**src/rtl/controlador_entrada_saida_if.sv**
```systemverilog
// CPU-side bus of the IO responder.
// Carries the IN/OUT request, store data, read data and the stall.
interface controlador_entrada_saida_if;
  logic [1:0]  entradaSaidaControl;
  logic [31:0] dadosEscrita;
  logic [31:0] DadosLidos;
  logic        pausa;

  modport master (
    output entradaSaidaControl,
    output dadosEscrita,
    input  DadosLidos,
    input  pausa
  );

  modport slave (
    input  entradaSaidaControl,
    input  dadosEscrita,
    output DadosLidos,
    output pausa
  );
endinterface

```
**src/rtl/controlador_entrada_saida.sv**
```systemverilog
// IO responder for the CPU IN/OUT instructions.
// Debounced button read and sequential BCD display write.
module controlador_entrada_saida #(
  parameter int LARGURA_ENTRADA = 4,
  parameter int DEBOUNCE_CICLOS = 4,
  parameter int VALOR_MAX       = 999
) (
  input  logic                       clock,
  input  logic                       reset,
  controlador_entrada_saida_if.slave cpu,
  input  logic                       botaoIN,
  input  logic [LARGURA_ENTRADA-1:0] entradaDeDados,
  output logic [3:0]                 unidade,
  output logic [3:0]                 dezena,
  output logic [3:0]                 centena,
  output logic                       estouro
);

  localparam logic [1:0] OCIOSO       = 2'd0;
  localparam logic [1:0] ESPERA_BOTAO = 2'd1;
  localparam logic [1:0] CONVERTE     = 2'd2;
  localparam logic [1:0] CONCLUIDO    = 2'd3;

  localparam int CW = (DEBOUNCE_CICLOS > 1) ?
                      $clog2(DEBOUNCE_CICLOS) : 1;
  localparam logic [CW-1:0] CNT_MAX = CW'(DEBOUNCE_CICLOS - 1);

  logic [1:0]    estado;
  logic          sync1;
  logic          sync2;
  logic [CW-1:0] debCnt;
  logic          btnDeb;
  logic          press;
  logic [9:0]    valor;
  logic [11:0]   bcd;
  logic [11:0]   bcdAdj;
  logic [11:0]   bcdNext;
  logic [3:0]    passo;
  logic [31:0]   dadosLidos;
  logic          pedido;

  assign pedido = (cpu.entradaSaidaControl == 2'b01) ||
                  (cpu.entradaSaidaControl == 2'b10);

  // Stall in the same cycle a request shows up, and while busy.
  assign cpu.pausa = reset &&
                     ((estado == ESPERA_BOTAO) ||
                      (estado == CONVERTE) ||
                      ((estado == OCIOSO) && pedido));

  assign cpu.DadosLidos = dadosLidos;

  // A press fires on the cycle the debounced level would rise.
  assign press = sync2 && (debCnt == CNT_MAX) && !btnDeb;

  // Two-flop synchroniser plus saturating debounce counter.
  always_ff @(posedge clock or negedge reset) begin
    if (!reset) begin
      sync1  <= 1'b0;
      sync2  <= 1'b0;
      debCnt <= '0;
      btnDeb <= 1'b0;
    end else begin
      sync1 <= botaoIN;
      sync2 <= sync1;
      if (!sync2) begin
        debCnt <= '0;
        btnDeb <= 1'b0;
      end else begin
        if (debCnt != CNT_MAX)
          debCnt <= debCnt + CW'(1);
        btnDeb <= (debCnt == CNT_MAX);
      end
    end
  end

  // Double-dabble step: add 3 to nibbles >= 5, then shift in.
  always_comb begin
    bcdAdj = bcd;
    for (int i = 0; i < 3; i++) begin
      if (bcd[i*4 +: 4] >= 4'd5)
        bcdAdj[i*4 +: 4] = bcd[i*4 +: 4] + 4'd3;
    end
    bcdNext = {bcdAdj[10:0], valor[9]};
  end

  // Request sequencing, capture and conversion.
  always_ff @(posedge clock or negedge reset) begin
    if (!reset) begin
      estado     <= OCIOSO;
      dadosLidos <= '0;
      unidade    <= '0;
      dezena     <= '0;
      centena    <= '0;
      estouro    <= 1'b0;
      valor      <= '0;
      bcd        <= '0;
      passo      <= '0;
    end else begin
      unique case (estado)
        OCIOSO: begin
          if (cpu.entradaSaidaControl == 2'b01) begin
            estado <= ESPERA_BOTAO;
          end else if (cpu.entradaSaidaControl == 2'b10) begin
            estado <= CONVERTE;
            bcd    <= '0;
            passo  <= '0;
            if (cpu.dadosEscrita > 32'(VALOR_MAX)) begin
              valor   <= 10'(VALOR_MAX);
              estouro <= 1'b1;
            end else begin
              valor   <= cpu.dadosEscrita[9:0];
              estouro <= 1'b0;
            end
          end
        end
        ESPERA_BOTAO: begin
          if (press) begin
            dadosLidos <= 32'(entradaDeDados);
            estado     <= CONCLUIDO;
          end
        end
        CONVERTE: begin
          bcd   <= bcdNext;
          valor <= {valor[8:0], 1'b0};
          passo <= passo + 4'd1;
          if (passo == 4'd9) begin
            centena <= bcdNext[11:8];
            dezena  <= bcdNext[7:4];
            unidade <= bcdNext[3:0];
            estado  <= CONCLUIDO;
          end
        end
        CONCLUIDO: begin
          estado <= OCIOSO;
        end
        default: begin
          estado <= OCIOSO;
        end
      endcase
    end
  end

endmodule

```
**src/flat_wrapper.sv**
```systemverilog
// flat-port wrapper written by rule: the top's interface ports become plain ports
module controlador_entrada_saida_flat 
#(
  parameter int LARGURA_ENTRADA = 4,
  parameter int DEBOUNCE_CICLOS = 4,
  parameter int VALOR_MAX       = 999
)
  (clock, reset, botaoIN, entradaDeDados, unidade, dezena, centena, estouro, cpu_entradaSaidaControl, cpu_dadosEscrita, cpu_DadosLidos, cpu_pausa);
  controlador_entrada_saida_if cpu_i ();
  input  logic clock;
  input  logic reset;
  input  logic botaoIN;
  input  logic [LARGURA_ENTRADA-1:0] entradaDeDados;
  output logic [3:0] unidade;
  output logic [3:0] dezena;
  output logic [3:0] centena;
  output logic estouro;
  input wire logic [$bits(cpu_i.entradaSaidaControl)-1:0] cpu_entradaSaidaControl;
  input wire logic [$bits(cpu_i.dadosEscrita)-1:0] cpu_dadosEscrita;
  output wire logic [$bits(cpu_i.DadosLidos)-1:0] cpu_DadosLidos;
  output wire logic [$bits(cpu_i.pausa)-1:0] cpu_pausa;
  assign cpu_i.entradaSaidaControl = cpu_entradaSaidaControl;
  assign cpu_i.dadosEscrita = cpu_dadosEscrita;
  assign cpu_DadosLidos = cpu_i.DadosLidos;
  assign cpu_pausa = cpu_i.pausa;
  controlador_entrada_saida #(.LARGURA_ENTRADA(LARGURA_ENTRADA), .DEBOUNCE_CICLOS(DEBOUNCE_CICLOS), .VALOR_MAX(VALOR_MAX)) u_core (.clock(clock), .reset(reset), .cpu(cpu_i), .botaoIN(botaoIN), .entradaDeDados(entradaDeDados), .unidade(unidade), .dezena(dezena), .centena(centena), .estouro(estouro));
endmodule
```
**config.mk**
```make
export PLATFORM = sky130hd
export DESIGN_NAME = controlador_entrada_saida_flat
export DESIGN_NICKNAME = d
export VERILOG_FILES = /design/src/rtl/controlador_entrada_saida_if.sv /design/src/rtl/controlador_entrada_saida.sv /design/src/flat_wrapper.sv
export SDC_FILE = /design/constraint.sdc
export NUM_CORES = 1
export LEC_CHECK = 0
export ABC_AREA = 1
export CORE_MARGIN = 8
export CORE_UTILIZATION = 39
export DETAILED_ROUTE_END_ITERATION = 8
export DONT_BUFFER_PORTS = 1
export GPL_TIMING_DRIVEN = 0
export PLACE_DENSITY = 0.53
export SLEW_MARGIN = 30
export SYNTH_ARGS = -nofsm -noshare
export SYNTH_HDL_FRONTEND = slang
export SYNTH_SLANG_ARGS = --single-unit
```
**constraint.sdc**
```tcl
create_clock -name clock -period 3.5 [get_ports clock]
set_input_delay 0.525 -clock clock [delete_from_list [all_inputs] [get_ports clock]]
set_output_delay 0.525 -clock clock [all_outputs]
set_load 0.02 [all_outputs]
```
After elaboration in Yosys (flattened, before gate mapping)
Index checks and enable logic that the tools add are counted.
{"block": "classes", "n_eq_ne": 14, "n_bitwise": 1, "order_cmp": 4, "n_addsub": 5, "mux": 22, "reduce_logical": 15}
{"op": "$gt 32x10->1 const B", "count": 1}
{"op": "$mux 10", "count": 3}
{"op": "$mux 12", "count": 2}
{"op": "$pmux 12 s2", "count": 1}
{"op": "$pmux 10 s2", "count": 1}
{"op": "$mux 4", "count": 4}
{"op": "$ge 4x3->1 const B", "count": 3}
{"op": "$mux 2", "count": 6}
{"op": "$reduce_and 3->1", "count": 3}
{"op": "$add 4x2->4 const B", "count": 2}
{"op": "$eq 2x2->1 const B", "count": 4}
{"op": "$ne 2x2->1 const B", "count": 4}
{"op": "$pmux 2 s4", "count": 1}
{"op": "$pmux 4 s2", "count": 1}
{"op": "$add 4x1->4 const B", "count": 1}
{"op": "$eq 2x1->1 const B", "count": 2}
{"op": "$eq 4x4->1 const B", "count": 1}
{"op": "$logic_and 1x1->1", "count": 4}
{"op": "$ne 2x1->1 const B", "count": 2}
{"op": "$reduce_and 2->1", "count": 2}
{"op": "$add 3x2->3 const B", "count": 1}
{"op": "$logic_or 1x1->1", "count": 3}
{"op": "$mux 3", "count": 1}
{"op": "$ne 3x1->1 const B", "count": 1}
{"op": "6 further kinds", "count": 7}
{"block": "word_totals", "out_inout_bits": 46, "reg_bits": 50, "word_cells": 74}

Longest topological paths before layout
{"block": "logic_depth", "depth_word": 5, "ltp_mapped": 11, "depth_no_buf": 11}

Worst setup path before layout
No wires, ideal clock.
{"block": "synth_path", "path_type": "input to output", "startpoint": "input port cpu_entradaSaidaControl[0]", "endpoint": "output port cpu_pausa", "arrival_time_ns": 1.128, "n_path_buf": 0, "slack_ns": 1.847, "stages": 4, "cell_sequence": "inv_1 > ha_1 > nor2_1 > o21a_1"}
{"block": "synth_between", "elab_chain_len": 5, "word_cells_on_any_way": 6}
{"item": "start: declaration", "line": "flat_wrapper.sv:18", "rtl": "input wire logic [$bits(cpu_i.entradaSaidaControl)-1:0] cpu_entradaSaidaControl;"}
{"item": "$eq 2x1->1 / $eq 2x2->1 (equally long branches)", "line": "controlador_entrada_saida.sv:42, controlador_entrada_saida.sv:43"}
{"item": "$logic_or 1x1->1 *", "line": "controlador_entrada_saida.sv:42", "rtl": "assign pedido = (cpu.entradaSaidaControl == 2'b01) ||"}
{"item": "$logic_and 1x1->1 *", "line": "controlador_entrada_saida.sv:49", "rtl": "((estado == OCIOSO) && pedido));"}
{"item": "$logic_or 1x1->1 *", "line": "controlador_entrada_saida.sv:48", "rtl": "(estado == CONVERTE) ||"}
{"item": "$logic_and 1x1->1 *", "line": "controlador_entrada_saida.sv:46", "rtl": "assign cpu.pausa = reset &&"}
{"item": "end: declaration", "line": "flat_wrapper.sv:21", "rtl": "output wire logic [$bits(cpu_i.pausa)-1:0] cpu_pausa;"}
Every way passes the cells marked *; elsewhere a longest branch is shown, timed or not.

Final worst setup path
{"block": "layout_path", "startpoint": "register u_core.estado[1]", "endpoint": "output port cpu_pausa"}
{"block": "layout_between", "elab_chain_len": 4, "word_cells_on_any_way": 7}
{"item": "start: declaration", "line": "controlador_entrada_saida.sv:28", "rtl": "logic [1:0] estado;"}
{"item": "start signal: assignment", "line": "controlador_entrada_saida.sv:90", "rtl": "estado <= OCIOSO;"}
{"item": "start signal: assignment", "line": "controlador_entrada_saida.sv:103", "rtl": "estado <= ESPERA_BOTAO;"}
{"item": "start signal: assignment", "line": "controlador_entrada_saida.sv:105", "rtl": "estado <= CONVERTE;"}
{"item": "$eq 2x1->1 (tied with other cells)", "line": "controlador_entrada_saida.sv:47", "rtl": "((estado == ESPERA_BOTAO) ||"}
{"item": "$logic_or 1x1->1 / $logic_and 1x1->1 (equally long branches)", "line": "controlador_entrada_saida.sv:47, controlador_entrada_saida.sv:49"}
{"item": "$logic_or 1x1->1 *", "line": "controlador_entrada_saida.sv:48"}
{"item": "$logic_and 1x1->1 *", "line": "controlador_entrada_saida.sv:46"}
Marked as above.

==> PnR_summary.wiki <==
{| class="wikitable"
! Metric !! Value
|-
| Count of unresolved DRC violations after routing || 0
|-
| Synth cell types || 27
|-
| Worst-case reg-to-reg path depth || 8
|-
| Post-detail-place hpwl || between 4000 and 5000 µm
|-
| Standard cell core area || 7140 µm²
|-
| Setup TNS || 0 ns
|-
| Critical path endpoint category || output port
|-
| Total grt overflow || 0
|-
| Critical path required time || 2.97 ns
|-
| Overall track demand over capacity in global routing || 12.2%
|-
| FMAX || 493 MHz
|-
| Data arrival time of the critical path || 1.50 ns
|-
| Final-report setup violation count || 0
|-
| Switching part of the total power || 43.0%
|-
| Cell at the root of the clock tree || clkbuf_8
|-
| Final Max Tran Viols || 0
|-
| Flip-flop and latch count after synthesis || 50
|-
| TritonCTS Buffers || 5
|-
| Row count || 31
|-
| CP Class || flip-flop to output port
|-
| Critical R2R Launch || u_core.estado[0]
|-
| Destination of the worst register-to-register timing path || u_core.unidade[1]
|-
| Launch point of the critical path || u_core.estado[1]
|-
| Highest net fanout along the worst path || 6
|-
| Mean cell area of the mapped netlist || 8.04 µm²
|-
| Starting DRC count in detailed routing || 62
|-
| Maximum clock insertion buffer count || 2
|-
| Clock latency on the worst-skew pair || 0.30 ns
|-
| Mean routed wirelength per cell || 12.0 µm
|-
| Hold Fails Final Rpt || 0
|-
| Via count || between 2000 and 2500
|-
| Clock period minus final worst setup slack || 2.03 ns
|-
| Part of the power in the clock network || between 15 and 20%
|-
| Chip Width || 101 µm
|-
| Antenna violations before repair || 0
|-
| Final-layout fill cell count || 743
|-
| NumNets Final || 440
|-
| Final antenna diode count || 0
|-
| Power Density || 666 nW/µm²
|-
| Clock slew seen by the registers of the worst setup and hold paths || 0.09 ns
|-
| Outcome || finished clean
|-
| Ratio of final minimum period to clock period || between 50% and 60%
|-
| Count of placed standard cells including taps || approximately 480
|-
| Largest vdd supply drop || 256 µV
|-
| Share of layout cells above drive strength 1 || roughly 15%
|-
| Number of global-route vias before repair || 2208
|-
| I/O pin total || 87
|-
| Switching power total || 0.904 mW
|-
| Initial core utilization || between 30% and 40%
|-
| Syn. warnings || 0
|-
| Die extent in y || 101 µm
|-
| CP Launch Type || flip-flop
|-
| Multi-input gate area in the final layout || 1270 µm²
|-
| Post-synthesis instance total || 350
|-
| Setup repair after global routing missed its margin || no
|-
| Netlist area before placement || between 2000 and 3000 µm²
|-
| Count of input and output buffers || 0
|-
| Count of clock tree sinks || 50
|-
| Worst clock skew || 0.00940 ns
|-
| First-pass DRT Iterations || 4
|-
| Sum of routed wire length over all layers || 5810 µm
|-
| Die area || 10200 µm²
|-
| Area growth from synthesis to layout || 12.2%
|-
| Combinational power share || 40.0%
|-
| TritonCTS clock tree || built
|-
| Internal power contribution || 1.20 mW
|-
| Minimum setup slack among reg-to-reg paths || about 1.8 ns
|-
| Combined flip-flop and latch cell area || 1250 µm²
|-
| Sequential Power Share || 43.6%
|-
| Level count of the clock H-tree || 2
|-
| HP Class || input port to async pin
|-
| Pin count of the biggest net entering global routing || 51
|-
| Count of max-cap constraint violations || 0
|-
| Placer congestion estimate || 0.780
|-
| Post-synthesis sequential area ratio || 44.5%
|-
| Number of standard cells in the layout, taps in and fillers out || 485
|-
| Leakage dissipation || 1.63 nW
|-
| Gates resized, CTS repair || 0
|-
| Number of routed nets with antenna violations || 0
|-
| Vias per inst || 4.38
|-
| Wire length of the first global-routing pass || 9980 µm
|}
==> worst max-delay path by stage <==
| stage | to | slack [ns] | cells past startpoint |
|---|---|---|---|
| after floorplan | cpu_pausa | 1.85 | 4 |
| after global placement | u_core.unidade[2] | 1.76 | 8 |
| after detailed placement | u_core.unidade[1] | 1.75 | 8 |
| after CTS | cpu_pausa | 1.44 | 5 |
| after global routing | cpu_pausa | 1.33 | 5 |
| final | cpu_pausa | 1.47 | 5 |
==> synthesized netlist by cell type <==
cell / number / area, µm²
o211ai_1: 1 / 7.51
or2_0: 1 / 6.26
mux2_2: 4 / 45.0
xor2_1: 4 / 35.0
nand3_1: 9 / 45.0
o21a_1: 1 / 7.51
nand3_4: 1 / 17.5
nand4_1: 2 / 12.5
nand2_2: 1 / 6.26
ha_1: 14 / 175
dfrtp_1: 50 / 1250
nor2_1: 45 / 169
o21ai_2: 3 / 26.3
o21ai_0: 23 / 115
o22ai_1: 8 / 50.1
buf_2: 3 / 15.0
buf_6: 1 / 11.3
a21oi_1: 6 / 30.0
o21ai_1: 3 / 15.0
inv_4: 1 / 6.26
inv_2: 4 / 15.0
conb_1: 1 / 3.75
inv_1: 35 / 131
buf_4: 29 / 218
nand2_4: 2 / 22.5
nor2_4: 1 / 11.3
nand2_1: 97 / 364
==> cells by family after synthesis <==
| kind of cell | Yosys count | share of synthesized area [%] |
|---|---|---|
| simple gates | 159 | 23.3 |
| flops | 50 | 44.5 |
| mux | 4 | 1.60 |
| buf+inv | 73 | 14.1 |
| compound gates | 45 | 8.94 |
| other cells | 1 | 0.133 |
| fa+ha+maj | 14 | 6.23 |
| xor+xnor | 4 | 1.25 |
==> critical path, cell delays in order, from the launching register on <==
cell	delay, ns
dfrtp_1	0.39
inv_1	0.11
ha_1	0.31
inv_2	0.07
nor2_1	0.10
o21a_1	0.23
==> sequential cells by signal (all words and copies together) (netlist names) <==
register and count:
u_core.unidade 4, u_core.estado 2, u_core.debCnt 2, u_core.sync1 1, u_core.centena 4, u_core.cpu.DadosLidos 4, u_core.estouro 1, u_core.sync2 1
u_core.valor 10, u_core.bcd 12, u_core.passo 4, u_core.dezena 4, u_core.btnDeb 1
==> area by class of cell <==
cell class,instances,area share (%)
Sequential cell,50,39.6
Timing Repair Buffer,1,0.872
Clock buffer,7,2.73
Multi-Input combinational cell,254,40.1
Clock inverter,1,0.159
Tap cell,99,3.92
Buffer,33,7.73
Inverter,40,4.84
==> power by group through the flow <==
stage	clock network [mW]	logic (mW)	registers, mW
global route	0.387	0.983	0.940
finish	0.346	0.841	0.916
CTS	0.365	0.850	0.919
detailed placement	0	0.829	0.930
floorplan	0	0.673	0.901
global placement	0	0.819	0.927
==> layout by cell type, fill, tap and decap left out, types with 4 or more instances in the layout <==
cell / netlist / layout
nand2_1: 97 / 97
dfrtp_1: 50 / 50
nor2_1: 45 / 45
inv_1: 35 / 35
buf_4: 29 / 29
conb_1: 1 / 28
o21ai_0: 23 / 23
ha_1: 14 / 14
nand3_1: 9 / 9
o22ai_1: 8 / 8
a21oi_1: 6 / 6
clkbuf_8: 0 / 6
inv_2: 4 / 4
xor2_1: 4 / 4
mux2_2: 4 / 4
==> routing by layer <==
| metal | vias to the layer above | global-route usage, % | wire, µm |
|---|---|---|---|
| met5 | - | 0 | 0 |
| li1 | 1112 | - | - |
| met4 | 0 | 4.81 | 85 |
| met3 | 8 | 3.94 | 431 |
| met1 | 941 | 15.0 | 2710 |
| met2 | 65 | 19.5 | 2590 |
==> repair_timing <==
action / 4_1_cts / 5_1_grt
endpoints found under the hold margin: 50 / 0
setup buffers: 0 / 0
hold buffers: 1 / 0
==> through the flow <==
step	util, %	hold slack, ns	total power [mW]	setup slack [ns]	cell area [µm²]
2_1_floorplan	-	0.229	1.57	1.85	2910
3_3_place_gp	42.6	0.231	1.75	1.76	3040
3_5_place_dp	42.6	0.232	1.76	1.75	3040
4_1_cts	44.2	0.0721	2.13	1.44	3160
5_1_grt	44.2	0.0667	2.31	1.33	3160
6_report	44.2	0.0615	2.10	1.47	3160
Note: power is estimated with default switching activity, not from simulation.
